**config.mk**
```make
export PLATFORM = sky130hd
export DESIGN_NAME = jtag_scan_master
export DESIGN_NICKNAME = d
export VERILOG_FILES = /design/src/rtl/jtag_scan_master.sv
export SDC_FILE = /design/constraint.sdc
export NUM_CORES = 1
export LEC_CHECK = 0
export ABC_AREA = 1
export CAP_MARGIN = 5
export CORE_MARGIN = 2
export CORE_UTILIZATION = 52
export DETAILED_ROUTE_END_ITERATION = 10
export PLACE_DENSITY = 0.81
export SLEW_MARGIN = 20
export SYNTH_ARGS = -nofsm -noshare
export SYNTH_HDL_FRONTEND = slang
export SYNTH_SLANG_ARGS = --single-unit
```
**constraint.sdc**
```tcl
create_clock -name clk -period 3.3 [get_ports clk]
set_clock_uncertainty 0.15 [all_clocks]
set_input_delay 0.495 -clock clk [delete_from_list [all_inputs] [get_ports clk]]
set_output_delay 0.495 -clock clk [all_outputs]
set_load 0.05 [all_outputs]
```
**src/rtl/jtag_scan_master.sv**
```systemverilog
// Command-driven JTAG sequencer: turns reset / IR-scan / DR-scan commands into
// TCK/TMS/TDI activity and returns the TDO bits captured during the shift.
module jtag_scan_master #(
    parameter int MAX_LEN = 256,
    parameter int LEN_W   = 9,
    parameter int TCK_DIV = 2
) (
    input  logic               clk,
    input  logic               reset_,
    input  logic               cmd_valid,
    output logic               cmd_ready,
    input  logic [1:0]         cmd_type,
    input  logic [LEN_W-1:0]   cmd_len,
    input  logic [MAX_LEN-1:0] cmd_data,
    input  logic               cmd_pause,
    output logic               rsp_valid,
    input  logic               rsp_ready,
    output logic [MAX_LEN-1:0] rsp_data,
    output logic               rsp_err,
    output logic               busy,
    output logic               tck,
    output logic               tms,
    output logic               tdi,
    input  logic               tdo
);
    localparam int DIV_W = (TCK_DIV > 1) ? $clog2(TCK_DIV) : 1;
    localparam int IDX_W = (MAX_LEN > 1) ? $clog2(MAX_LEN) : 1;
    localparam logic [1:0] T_RST = 2'd0;
    localparam logic [1:0] T_IR  = 2'd1;
    localparam logic [1:0] T_DR  = 2'd2;

    typedef enum logic [2:0] {S_IDLE, S_HDR, S_SHIFT, S_TRL, S_RSP} state_t;

    state_t             state, state_nxt;
    logic [2:0]         idx, idx_nxt;
    logic [LEN_W-1:0]   bitc, bitc_nxt;
    logic [1:0]         typ_q;
    logic [LEN_W-1:0]   len_q;
    logic               pause_q;
    logic [MAX_LEN-1:0] dat_q, cap_q;
    logic               err_q;
    logic [DIV_W-1:0]   div_cnt;
    logic               tck_q, tms_q, tdi_q;
    logic               accept, cmd_bad, tick, rise, fall, tail, last_bit;
    logic [2:0]         hdr_len, trl_len;
    logic [7:0]         hdr_seq, trl_seq;
    logic               tms_nxt, tdi_nxt;

    assign cmd_ready = (state == S_IDLE);
    assign busy      = (state == S_HDR) || (state == S_SHIFT) || (state == S_TRL);
    assign rsp_valid = (state == S_RSP);
    assign rsp_err   = err_q & rsp_valid;
    assign rsp_data  = cap_q;
    assign tck       = tck_q;
    assign tms       = tms_q;
    assign tdi       = tdi_q;

    assign accept  = cmd_valid && cmd_ready;
    assign cmd_bad = (cmd_type == 2'd3) ||
                     ((cmd_type != T_RST) && ((cmd_len == '0) || (cmd_len > LEN_W'(MAX_LEN))));

    // TMS patterns, bit 0 goes out first
    always_comb begin
        hdr_len = 3'd3;
        hdr_seq = 8'b0000_0001;
        trl_len = 3'd2;
        trl_seq = 8'b0000_0001;
        case (typ_q)
            T_RST:   begin hdr_len = 3'd6; hdr_seq = 8'b0001_1111; end
            T_IR:    begin hdr_len = 3'd4; hdr_seq = 8'b0000_0011; end
            default: ;
        endcase
        if (typ_q == T_DR && pause_q) begin
            trl_len = 3'd4;
            trl_seq = 8'b0000_0110;
        end
    end

    assign tick     = (div_cnt == DIV_W'(TCK_DIV - 1));
    assign rise     = busy && tick && !tck_q;
    assign fall     = busy && tick && tck_q;
    // One extra low half-period after the last falling edge before responding
    assign tail     = ((state == S_HDR) && (idx == hdr_len)) ||
                      ((state == S_TRL) && (idx == trl_len));
    assign last_bit = (bitc == len_q - LEN_W'(1));

    always_comb begin
        state_nxt = state;
        idx_nxt   = idx;
        bitc_nxt  = bitc;
        case (state)
            S_IDLE: begin
                if (accept) begin
                    state_nxt = cmd_bad ? S_RSP : S_HDR;
                    idx_nxt   = '0;
                    bitc_nxt  = '0;
                end
            end
            S_HDR: begin
                if (rise && tail) begin
                    state_nxt = S_RSP;
                end else if (fall) begin
                    if ((3'(idx + 3'd1) == hdr_len) && (typ_q != T_RST)) begin
                        state_nxt = S_SHIFT;
                        idx_nxt   = '0;
                        bitc_nxt  = '0;
                    end else begin
                        idx_nxt = 3'(idx + 3'd1);
                    end
                end
            end
            S_SHIFT: begin
                if (fall) begin
                    if (last_bit) begin
                        state_nxt = S_TRL;
                        idx_nxt   = '0;
                    end else begin
                        bitc_nxt = bitc + LEN_W'(1);
                    end
                end
            end
            S_TRL: begin
                if (rise && tail)
                    state_nxt = S_RSP;
                else if (fall)
                    idx_nxt = 3'(idx + 3'd1);
            end
            S_RSP: begin
                if (rsp_ready)
                    state_nxt = S_IDLE;
            end
            default: state_nxt = S_IDLE;
        endcase
    end

    always_comb begin
        tms_nxt = tms_q;
        tdi_nxt = 1'b0;
        case (state_nxt)
            S_HDR:   tms_nxt = hdr_seq[idx_nxt];
            S_SHIFT: begin
                tms_nxt = (bitc_nxt == len_q - LEN_W'(1));
                tdi_nxt = dat_q[bitc_nxt[IDX_W-1:0]];
            end
            S_TRL:   tms_nxt = trl_seq[idx_nxt];
            default: ;
        endcase
    end

    always_ff @(posedge clk or negedge reset_) begin
        if (!reset_) begin
            state <= S_IDLE;
            idx   <= '0;
            bitc  <= '0;
        end else begin
            state <= state_nxt;
            idx   <= idx_nxt;
            bitc  <= bitc_nxt;
        end
    end

    always_ff @(posedge clk or negedge reset_) begin
        if (!reset_) begin
            typ_q   <= T_RST;
            len_q   <= '0;
            pause_q <= 1'b0;
            dat_q   <= '0;
            cap_q   <= '0;
            err_q   <= 1'b0;
            div_cnt <= '0;
            tck_q   <= 1'b0;
            tms_q   <= 1'b1;
            tdi_q   <= 1'b0;
        end else if (accept) begin
            typ_q   <= cmd_type;
            len_q   <= cmd_len;
            pause_q <= cmd_pause;
            dat_q   <= cmd_data;
            cap_q   <= '0;
            err_q   <= cmd_bad;
            div_cnt <= '0;
            tck_q   <= 1'b0;
            tdi_q   <= 1'b0;
            // every valid sequence opens with TMS=1, driven a half-period ahead of the first rise
            if (!cmd_bad)
                tms_q <= 1'b1;
        end else if (busy) begin
            div_cnt <= tick ? '0 : div_cnt + 1'b1;
            if (rise && !tail) begin
                tck_q <= 1'b1;
                if (state == S_SHIFT)
                    cap_q[bitc[IDX_W-1:0]] <= tdo;
            end
            if (fall) begin
                tck_q <= 1'b0;
                tms_q <= tms_nxt;
                tdi_q <= tdi_nxt;
            end
        end
    end
endmodule
```
======== Word level (Yosys, flattened, before mapping) ========
Cells that the tools add are included.
storage, ports and cells
  latch bits .............................. 0
  output and inout port bits .............. 263
  bits in writable memories ............... 0
  logic and storage cells ................. 132
  bits in read-only memories .............. 0
  memories kept ........................... 0
  input port bits ......................... 273
  register bits ........................... 544
cells by class
  $mul .................................... 0
  bitwise logic cells ..................... 1
  reduce and logical (&&, ||, !) cells .... 34
  multiplexer cells ....................... 59
  div/mod/pow operators ................... 0
  order comparisons ....................... 5
  eq/ne operators ......................... 16
  add/subtract/negate cells ............... 4
  shift operators ......................... 0
operator list
  kind                                                               number
  2-to-1 mux 256 bit                                                 4
  bitwise mux 256 bit                                                1
  2-to-1 mux 3 bit                                                   19
  2-to-1 mux 9 bit                                                   6
  one-hot mux 9 bit (3 select lines)                                 1
  2-to-1 mux 1 bit                                                   19
  == test 9 bit                                                      2
  less-than comparator 8 x 9 -> 1 bit, second input constant         2
  one-hot mux 3 bit (5 select lines)                                 1
  == test 3 x 2 -> 1 bit, second input constant                      4
  logical AND 1 bit                                                  12
  one-hot mux 3 bit (4 select lines)                                 1
  nonzero test 2 bit                                                 6
  one-hot mux 5 bit (2 select lines)                                 1
  adder 9 x 1 -> 9 bit, second input constant                        1
  == test 3 bit                                                      3
  > comparator 9 bit, second input constant                          1
  zero test 9 bit                                                    1
  subtractor 9 x 1 -> 9 bit, second input constant                   1
  binary-select mux 1 bit (select 8 bit)                             1
  demux 1 bit (select 8 bit)                                         1
  greater-or-equal comparator 8 x 1 -> 1 bit, second input constant  1
  binary-select mux 1 bit (select 3 bit)                             2
  == test 3 x 1 -> 1 bit, second input constant                      2
  19 further kinds                                                   26

======== Logic depth before layout (Yosys ltp) ========
Gate-level depths: netlist of the first run.
  depth in word-level cells ............... 15
  gate-level depth with buffers ........... 29
  mapped depth without buffers ............ 28

======== Least setup slack after synthesis of the first run ========
Ideal clock, no wire load.
  path type ............................... register to register
  start point ............................. reg state[0]
  end point ............................... reg tdi_q, in the netlist tdi
  required time ........................... 3.032 ns
  path buffers ............................ 2
  arrival time ............................ 2.896 ns
  period minus slack after synthesis ...... 3.165 ns
  cell stages (with the launch flop) ...... 23
  setup slack ............................. 0.135 ns
  library setup time ...................... 0.118 ns
  path through ............................ dfrtp_1 -> nor2_4 -> inv_2 -> nor2_2 -> inv_2 -> nor2_4 -> nor2_1 -> nor3_4 -> nand2_2 -> nand2_2 -> nand2_2 -> buf_6 -> buf_2 -> nand2_1 -> nand3_1 -> nand3_1 -> nand3_1 -> nand3_1 -> nand3_1 -> nand3_1 -> nand3_1 -> nand3_1 -> nand2_1
on the way
  elaborated cells between the ends (all ways) .. 39
  classes of those cells .................. eq/ne: 5; mux: 20; reduce/logical: 14
RTL lines
  element                                 line  RTL
  start: declaration                      34    state_t state, state_nxt;
  start signal: assignment                156   state <= state_nxt;
  zero test 3 bit (*)                     49    assign cmd_ready = (state == S_IDLE);
  named net cmd_ready                     11    output logic cmd_ready,
  logical AND 1 bit                       58    assign accept = cmd_valid && cmd_ready;
  2-to-1 mux 9 bit                        93    if (accept) begin
  one-hot mux 9 bit (3 select lines)      91    case (state)
  binary-select mux 1 bit (select 8 bit)  143   tdi_nxt = dat_q[bitc_nxt[IDX_W-1:0]];
  2-to-1 mux 1 bit (implied by the code)  143
  2-to-1 mux 1 bit                        139   case (state_nxt)
  2-to-1 mux 1 bit                        194   if (fall) begin
  2-to-1 mux 1 bit                        187   end else if (busy) begin
  2-to-1 mux 1 bit                        174   end else if (accept) begin
  end signal: assignment                  197   tdi_q <= tdi_nxt;
  end: declaration                        43    logic tck_q, tms_q, tdi_q;
The timed path passes the listed nets; every way through them passes the cells marked *. The select of a mux whose other input is x is not followed.
A chain may end at the register's enable or synchronous reset.

======== Worst setup path after layout of the first run ========
  start point ............................. reg len_q[1]
  end point ............................... reg tdi_q, in the netlist tdi
on the way
  word-level cells in the longest chain between the ends .. 11
  elaborated cells between the ends (all ways) .. 15
  classes of those cells .................. add/sub: 1; eq/ne: 2; mux: 12
ends and longest elaborated chain
  element                                 line  RTL
  start: declaration                      38    logic [LEN_W-1:0] len_q;
  start signal: assignment                176   len_q <= cmd_len;
  subtractor 9 x 1 -> 9 bit (*)           85    assign last_bit = (bitc == len_q - LEN_W'(1));
  == test 9 bit (*)                       85
  2-to-1 mux 9 bit                        114   if (last_bit) begin
  2-to-1 mux 9 bit                        113   if (fall) begin
  one-hot mux 9 bit (3 select lines)      91
  binary-select mux 1 bit (select 8 bit)  143
  2-to-1 mux 1 bit (implied by the code)  143
  2-to-1 mux 1 bit (*)                    139
  2-to-1 mux 1 bit (*)                    194
  2-to-1 mux 1 bit (*)                    187
  2-to-1 mux 1 bit (*)                    174
Mark *: on every way between the ends. The rest lies on a longest branch, timed or not. The select of a mux whose other input is x is not followed.

==> run summary, run 1 <==
Seq cells post-synth -> 544
Global route overflow -> 0
Arr. time, crit path -> 3.75 ns
Synth Warn # -> 0
Multi-input logic area -> 10800 µm²
Yosys top cell by area -> dfrtp_1
Final WL -> 93900 µm
Placer Congestion -> 0.926
Crit Path Max Fanout -> 7
CTS tree -> done
Post-synth EDFFs -> 0
Leading post-synthesis cells by cell area -> dfrtp_1, nand2_1, a22oi_1
Utilization after layout -> 0.730
Setup total negative slack -> -0.0807 ns
Fin worst setup slack -> -0.0807 ns
Clock Sink Count -> 544
Top_reg_cell synth -> dfrtp_1
Final instance area -> 35400 µm²
Max Root-Sink Buffers -> 3
RSZ-0062 raised after global routing -> yes
Hold_ws -> 0.252 ns
FMAX -> 296 MHz
Site Rows -> 81
Setup violators final -> 1
Power per Cell Area -> 669 nW/µm²
Max-Cap Viols -> 0
Average instance area after synthesis -> 8.44 µm²
Area growth from synthesis to layout -> 39.4%
Hpwl dp -> 62300 µm
First-pass GRT wire length -> 141000 µm
Critical path launch point type -> register
Die height -> 225 µm
Period minus WS final -> 3.38 ns
CTS Buf Count -> 55
H-tree levels -> 2
Final period util -> 1.02
Filler Cell Count -> 3377
Die Width -> 225 µm
PortBufs -> 535
Netlist cell types -> 39
Core ar. -> 48500 µm²
Layout cells sized above 1 -> 0.128
Routed via count -> 25847
FF+latch area -> 13600 µm²
Status -> finished with violations
Largest net degree at the start of global routing -> 216
Top post-synthesis cells by count -> nand2_1, dfrtp_1, nand3_1
Post-DRT Antenna Nets -> 0
Slew margin rel. -> 0.340
Synthesized area -> 25400 µm²
Critical path class -> reg2reg
Sequential share of the synthesized area -> 0.536
Initial antenna violation count -> 1
GRT Resource Usage Total -> 0.359
Net Count, Synth -> 3292
Area fraction of the dominant cell type after synthesis -> 0.535
Mapped Cells -> 3012
Failing checks -> setup timing
Critical Path Sink Type -> register
Pre-antenna DRT Iters -> 9
Skew-Pair Late Insertion Delay -> 0.63 ns
WL per Instance -> 22.3 µm
Area after DPL -> 32200 µm²
# IOs -> 536
Worst-margin pin slew -> 0.989 ns
Count leader, synth -> nand2_1
Vias in the first global route -> 24812
Worst path required time -> 3.67 ns
Die area -> 50700 µm²
Hold Crit Class -> in2reg
DRC -> 0
Fin. Hold Viols -> 0
Clock Pin Slew Worst Setup and Hold Paths -> 0.06 ns
Post-layout nets -> 3825
Max rail drop VDD -> 0.000492 V
Root buffer cell -> clkbuf_16
Initial Util -> 0.524
Routed vias/inst -> 6.14
Ys async rst share -> 1.00
Leakage power -> 16.1 nW
Max-slew violation count -> 0
First DRT Iteration DRCs -> 3678
## layout make-up
class	count	share of cell area
Antenna cell	1	0.0000706
Clock buffer	79	0.0462
Clock inverter	23	0.00858
Inverter	162	0.0176
Multi-Input combinational cell	2054	0.304
Sequential cell	544	0.384
Tap cell	622	0.0220
Timing Repair Buffer	728	0.218
## worst paths after layout
path,cells after the start,slack [ns],from,to
setup / recovery,27,-0.08,len_q[1],tdi
hold / removal,3,0.25,cmd_data[162],dat_q[162]
setup reg to reg,27,-0.08,len_q[1],tdi
hold reg to reg,2,0.32,dat_q[169],dat_q[169]
max in group asynchronous,3,1.65,reset_,rsp_data[216]
min in group asynchronous,2,0.33,reset_,rsp_data[13]
## metrics by stage
| step | worst slack (ns) | total power [mW] | instances |
|---|---|---|---|
| detailed placement | -0.254 | 16.2 | 4066 |
| CTS | -0.0696 | 23.3 | 4207 |
| global route | -0.254 | 24.9 | 4213 |
| global placement | -0.171 | 16.0 | 4066 |
| floorplan | 0.135 | 13.7 | 3012 |
| finish | -0.0807 | 23.7 | 4213 |
## where the power goes
group | switching, mW | internal (mW)
Clock | 2.81 | 3.94
Sequential | 1.08 | 8.32
Combinational | 4.88 | 2.68
Total | 8.77 | 14.9
## routing by layer
metal  up-vias  wire (µm)  GRT usage
li1      11324          -          -
met1     12285      33800      0.446
met2      1795      43500      0.574
met3       443       8690     0.0593
met4         0       7890      0.258
met5         -          0          0
## flip-flops by register name (all words and copies together) (netlist names)
| register | count |
|---|---|
| dat_q | 256 |
| div_cnt | 1 |
| pause_q | 1 |
| bitc | 9 |
| tck | 1 |
| tdi | 1 |
| state | 3 |
| idx | 3 |
| err_q | 1 |
| typ_q | 2 |
| rsp_data | 256 |
| tms | 1 |
| len_q | 9 |
## kinds of logic (layout without fill, tap and decap cells)
family,count (synthesis),in the layout,synth area share
buf+inv,415,992,0.0682
simple gates,1350,1351,0.219
xor+xnor,9,9,0.00340
fa+ha+maj,7,7,0.00345
compound gates,687,687,0.170
other cells,0,1,0
flops,544,544,0.536
## what timing repair did
action                                  CTS  global route
buffers inserted                         29             5
hold buffers                              1             0
gates cloned                             10             3
endpoints found under the hold margin    67             0
resized for setup                       108            70
endpoints found under the setup margin    1           141
pin swaps                                45            57
## cell usage in the layout, fill, tap and decap left out, types with 60 or more instances in the layout
master and instances:
clkbuf_16 60, nor2_1 81, nand3_2 63, a31oi_1 211, a21oi_1 95, inv_1 152
a22oi_1 210, clkdlybuf4s50_1 533, dfrtp_1 543, nand2_1 886, o21ai_0 90, buf_4 118
nand3_1 219
## critical path, stage by stage (launching register included)
cell and delay (ns):
dfrtp_1 0.40, inv_2 0.10, ha_4 0.16, buf_4 0.12, nand3_1 0.07, nand2_1 0.09
and2_1 0.15, nor2_1 0.05, nor2_2 0.12, nand3_2 0.12, nand2_4 0.10, nand2_1 0.06
nand2_2 0.09, nand2_4 0.09, nand2_8 0.14, buf_12 0.18, buf_8 0.13, nand2_1 0.07
o21ai_1 0.11, nand2_1 0.11, nand3_1 0.11, nand3_2 0.10, nand3_2 0.11, nand3_2 0.06
nand3_2 0.08, nand3_2 0.08, nand3_2 0.05, nand2_1 0.04
(Power assumes the default switching activity.)
==> run 2: changes to the inputs <==
--- a/config.mk
+++ b/config.mk
@@ -7,10 +7,11 @@
 export LEC_CHECK = 0
 export ABC_AREA = 1
 export CAP_MARGIN = 5
-export CORE_MARGIN = 2
+export CORE_MARGIN = 5
 export CORE_UTILIZATION = 52
 export DETAILED_ROUTE_END_ITERATION = 10
 export PLACE_DENSITY = 0.81
+export SKIP_LAST_GASP = 1
 export SLEW_MARGIN = 20
 export SYNTH_ARGS = -nofsm -noshare
 export SYNTH_HDL_FRONTEND = slang
==> run 2 against run 1 <==
Net effect:
- fmax down 2.3%
- clock-buffer cell count up 5
- largest cell class unchanged
- final cell count up 0.36%
- sequential cell count unchanged
- die area up 5.4%
- clock power down 5.5%
- sequential power up 0.4%
- via count down 1.2%
- largest power group unchanged
- register-to-register slack worse by 0.08 ns
- first-iteration DRC count down 6.9%
- global-route usage down 2.6 points
- routed wire length down 0.63%
- the flow still finishes with violations (setup timing)
==> run summary, run 2 (synthesis results as in run 1) <==
Clock Pin Slew Worst Setup and Hold Paths -> 0.06 ns (about the same)
Final WL -> 93300 µm (-0.63%)
Vias in the first global route -> 24726 (-0.35%)
Leakage power -> 16.0 nW (-0.75%)
Met2 Resource Use GR -> 0.532 (-0.0413)
Crit Path Max Fanout -> 11 (+4)
Setup violators final -> 1 (unchanged)
Hold Crit Class -> in2async
H-tree levels -> 2 (unchanged)
Period minus WS final -> 3.46 ns (+0.0792 ns)
Failing checks -> setup timing
Layout cells sized above 1 -> 0.119 (-0.00917)
Final instance area -> 35200 µm² (-0.83%)
Initial Util -> 0.523 (-0.00109)
Initial antenna violation count -> 0 (-1)
GRT Resource Usage Total -> 0.334 (-0.0257)
Worst Reg2Reg Path Length in Cells -> 25 (-7.4%)
Worst-margin pin slew -> 0.768 ns (-0.221 ns)
Status -> finished with violations
Hold_ws -> 0.221 ns (-0.0309 ns)
Max-Cap Viols -> 0 (unchanged)
First-pass GRT wire length -> 141000 µm (+0.43%)
Routed vias/inst -> 6.04 (-1.6%)
Most frequent cells in the layout -> nand2_1, dfrtp_1, clkdlybuf4s50_1
CTS Buf Count -> 55 (unchanged)
WL per Instance -> 22.1 µm (-0.98%)
Site Rows -> 81 (unchanged)
Cells after DPL -> 4077 (+0.27%)
CTS tree -> done
Hpwl dp -> 63700 µm (+2.4%)
Ant diodes -> 0 (-1)
PortBufs -> 535 (unchanged)
Final period util -> 1.05 (+0.0240)
Worst r2r src -> len_q[2]
Max Root-Sink Buffers -> 3 (unchanged)
Critical path class -> reg2reg
Reg-to-reg endpoint -> tdi
RSZ-0062 raised after global routing -> yes
Die height -> 231 µm (+2.7%)
Met1 GRT Util -> 0.428 (-0.0176)
Post-layout nets -> 3843 (+0.47%)
Post-DRT Antenna Nets -> 0 (unchanged)
Arr. time, crit path -> 3.81 ns (+0.06 ns)
DRC -> 0 (unchanged)
Largest net degree at the start of global routing -> 179 (-17%)
Slew margin rel. -> 0.488 (+0.148)
Clock Sink Count -> 544 (unchanged)
Area growth from synthesis to layout -> 38.3%
Die area -> 53400 µm² (+5.4%)
FMAX -> 289 MHz (-2.3%)
Die Width -> 231 µm (+2.7%)
Max rail drop VDD -> 0.000608 V (+24%)
Critical Path Sink Type -> register
Worst path required time -> 3.65 ns (-0.02 ns)
Area after DPL -> 32200 µm² (+0.13%)
Global route overflow -> 0 (unchanged)
GR Util met3 -> 0.0680 (+0.00867)
Filler Cell Count -> 3526 (+4.4%)
R2r setup slk -> -0.16 ns (-0.08 ns)
Non-Filler Instances -> 4228 (+0.36%)
Fin worst setup slack -> -0.160 ns (-0.0792 ns)
Core ar. -> 48600 µm² (+0.21%)
Commonest non-fill, non-tap cell in the layout -> nand2_1
Multi-input logic area -> 10600 µm² (-1.4%)
Skew-Pair Late Insertion Delay -> 0.60 ns (-0.03 ns)
Grt peak-use layer -> met2
Routed via count -> 25524 (-1.2%)
Post-place setup slack -> -0.216 ns (+0.0380 ns)
Critical path launch point type -> register
Utilization after layout -> 0.723 (-0.00754)
Root buffer cell -> clkbuf_16
Fin. Hold Viols -> 0 (unchanged)
# IOs -> 536 (unchanged)
Max-slew violation count -> 0 (unchanged)
Pre-antenna DRT Iters -> 7 (-2)
Placer Congestion -> 0.924 (-0.15%)
First DRT Iteration DRCs -> 3424 (-6.9%)
Power per Cell Area -> 663 nW/µm² (-0.91%)
FF+latch area -> 13600 µm² (about the same)
-- run 2: critical path, stage by stage (launching register included) --
cell and delay, ns:
dfrtp_1 0.41, buf_4 0.16, nor2_4 0.12, nand2_2 0.10, o21ai_2 0.20, nand2_1 0.10, nand2_1 0.08, nand2_2 0.06
nor2_2 0.10, nand3_2 0.11, nand2_4 0.12, inv_4 0.06, nand3_4 0.22, buf_6 0.18, nand2_8 0.09, clkbuf_16 0.18
nand2_1 0.07, nand3_1 0.09, nand3_1 0.10, nand3_1 0.08, nand3_1 0.10, nand3_2 0.15, nand3_2 0.12, nand3_2 0.08
nand3_2 0.06, nand2_1 0.05
-- run 2: through the flow --
step	TNS (ns)	power [mW]
6_report	-0.160	23.3
5_1_grt	-0.453	24.6
2_1_floorplan	0	13.7
4_1_cts	-0.139	22.9
3_3_place_gp	-0.670	16.0
3_5_place_dp	-3.55	16.3
-- run 2: final cells by class --
cell class | count | share of cell area
Tap cell | 622 | 0.0221
Clock inverter | 16 | 0.00584
Clock buffer | 84 | 0.0466
Inverter | 162 | 0.0178
Timing Repair Buffer | 743 | 0.218
Multi-Input combinational cell | 2057 | 0.302
Sequential cell | 544 | 0.387
-- run 2: worst max path at each step --
stage	from	to	slack [ns]	cells after the start
floorplan	state[0]	tdi	0.14	22
global placement	cmd_valid	tdi	-0.16	19
detailed placement	cmd_valid	tdi	-0.22	19
CTS	idx[1]	tdi	-0.11	22
global route	len_q[2]	tdi	-0.30	26
finish	len_q[2]	tdi	-0.16	25
-- run 2: per-layer routing --
metal,wire (µm),part of all wire
met5,0,0
met4,6550,0.070
met3,8730,0.094
met2,43700,0.47
met1,34300,0.37
-- run 2: where the power goes --
part / total [mW] / internal [mW] / switching (mW)
registers: 9.44 / 8.33 / 1.11
clock network: 6.37 / 3.72 / 2.65
logic: 7.49 / 2.74 / 4.75
total: 23.3 / 14.8 / 8.51
-- run 2: timing repair --
action | in CTS | in global routing
resized for setup | 28 | 95
hold buffers | 1 | 0
pin swaps | 12 | 51
setup endpoints to repair | 2 | 3
gates cloned | 6 | 8
buffers inserted | 23 | 18
endpoints found under the hold margin | 94 | 0
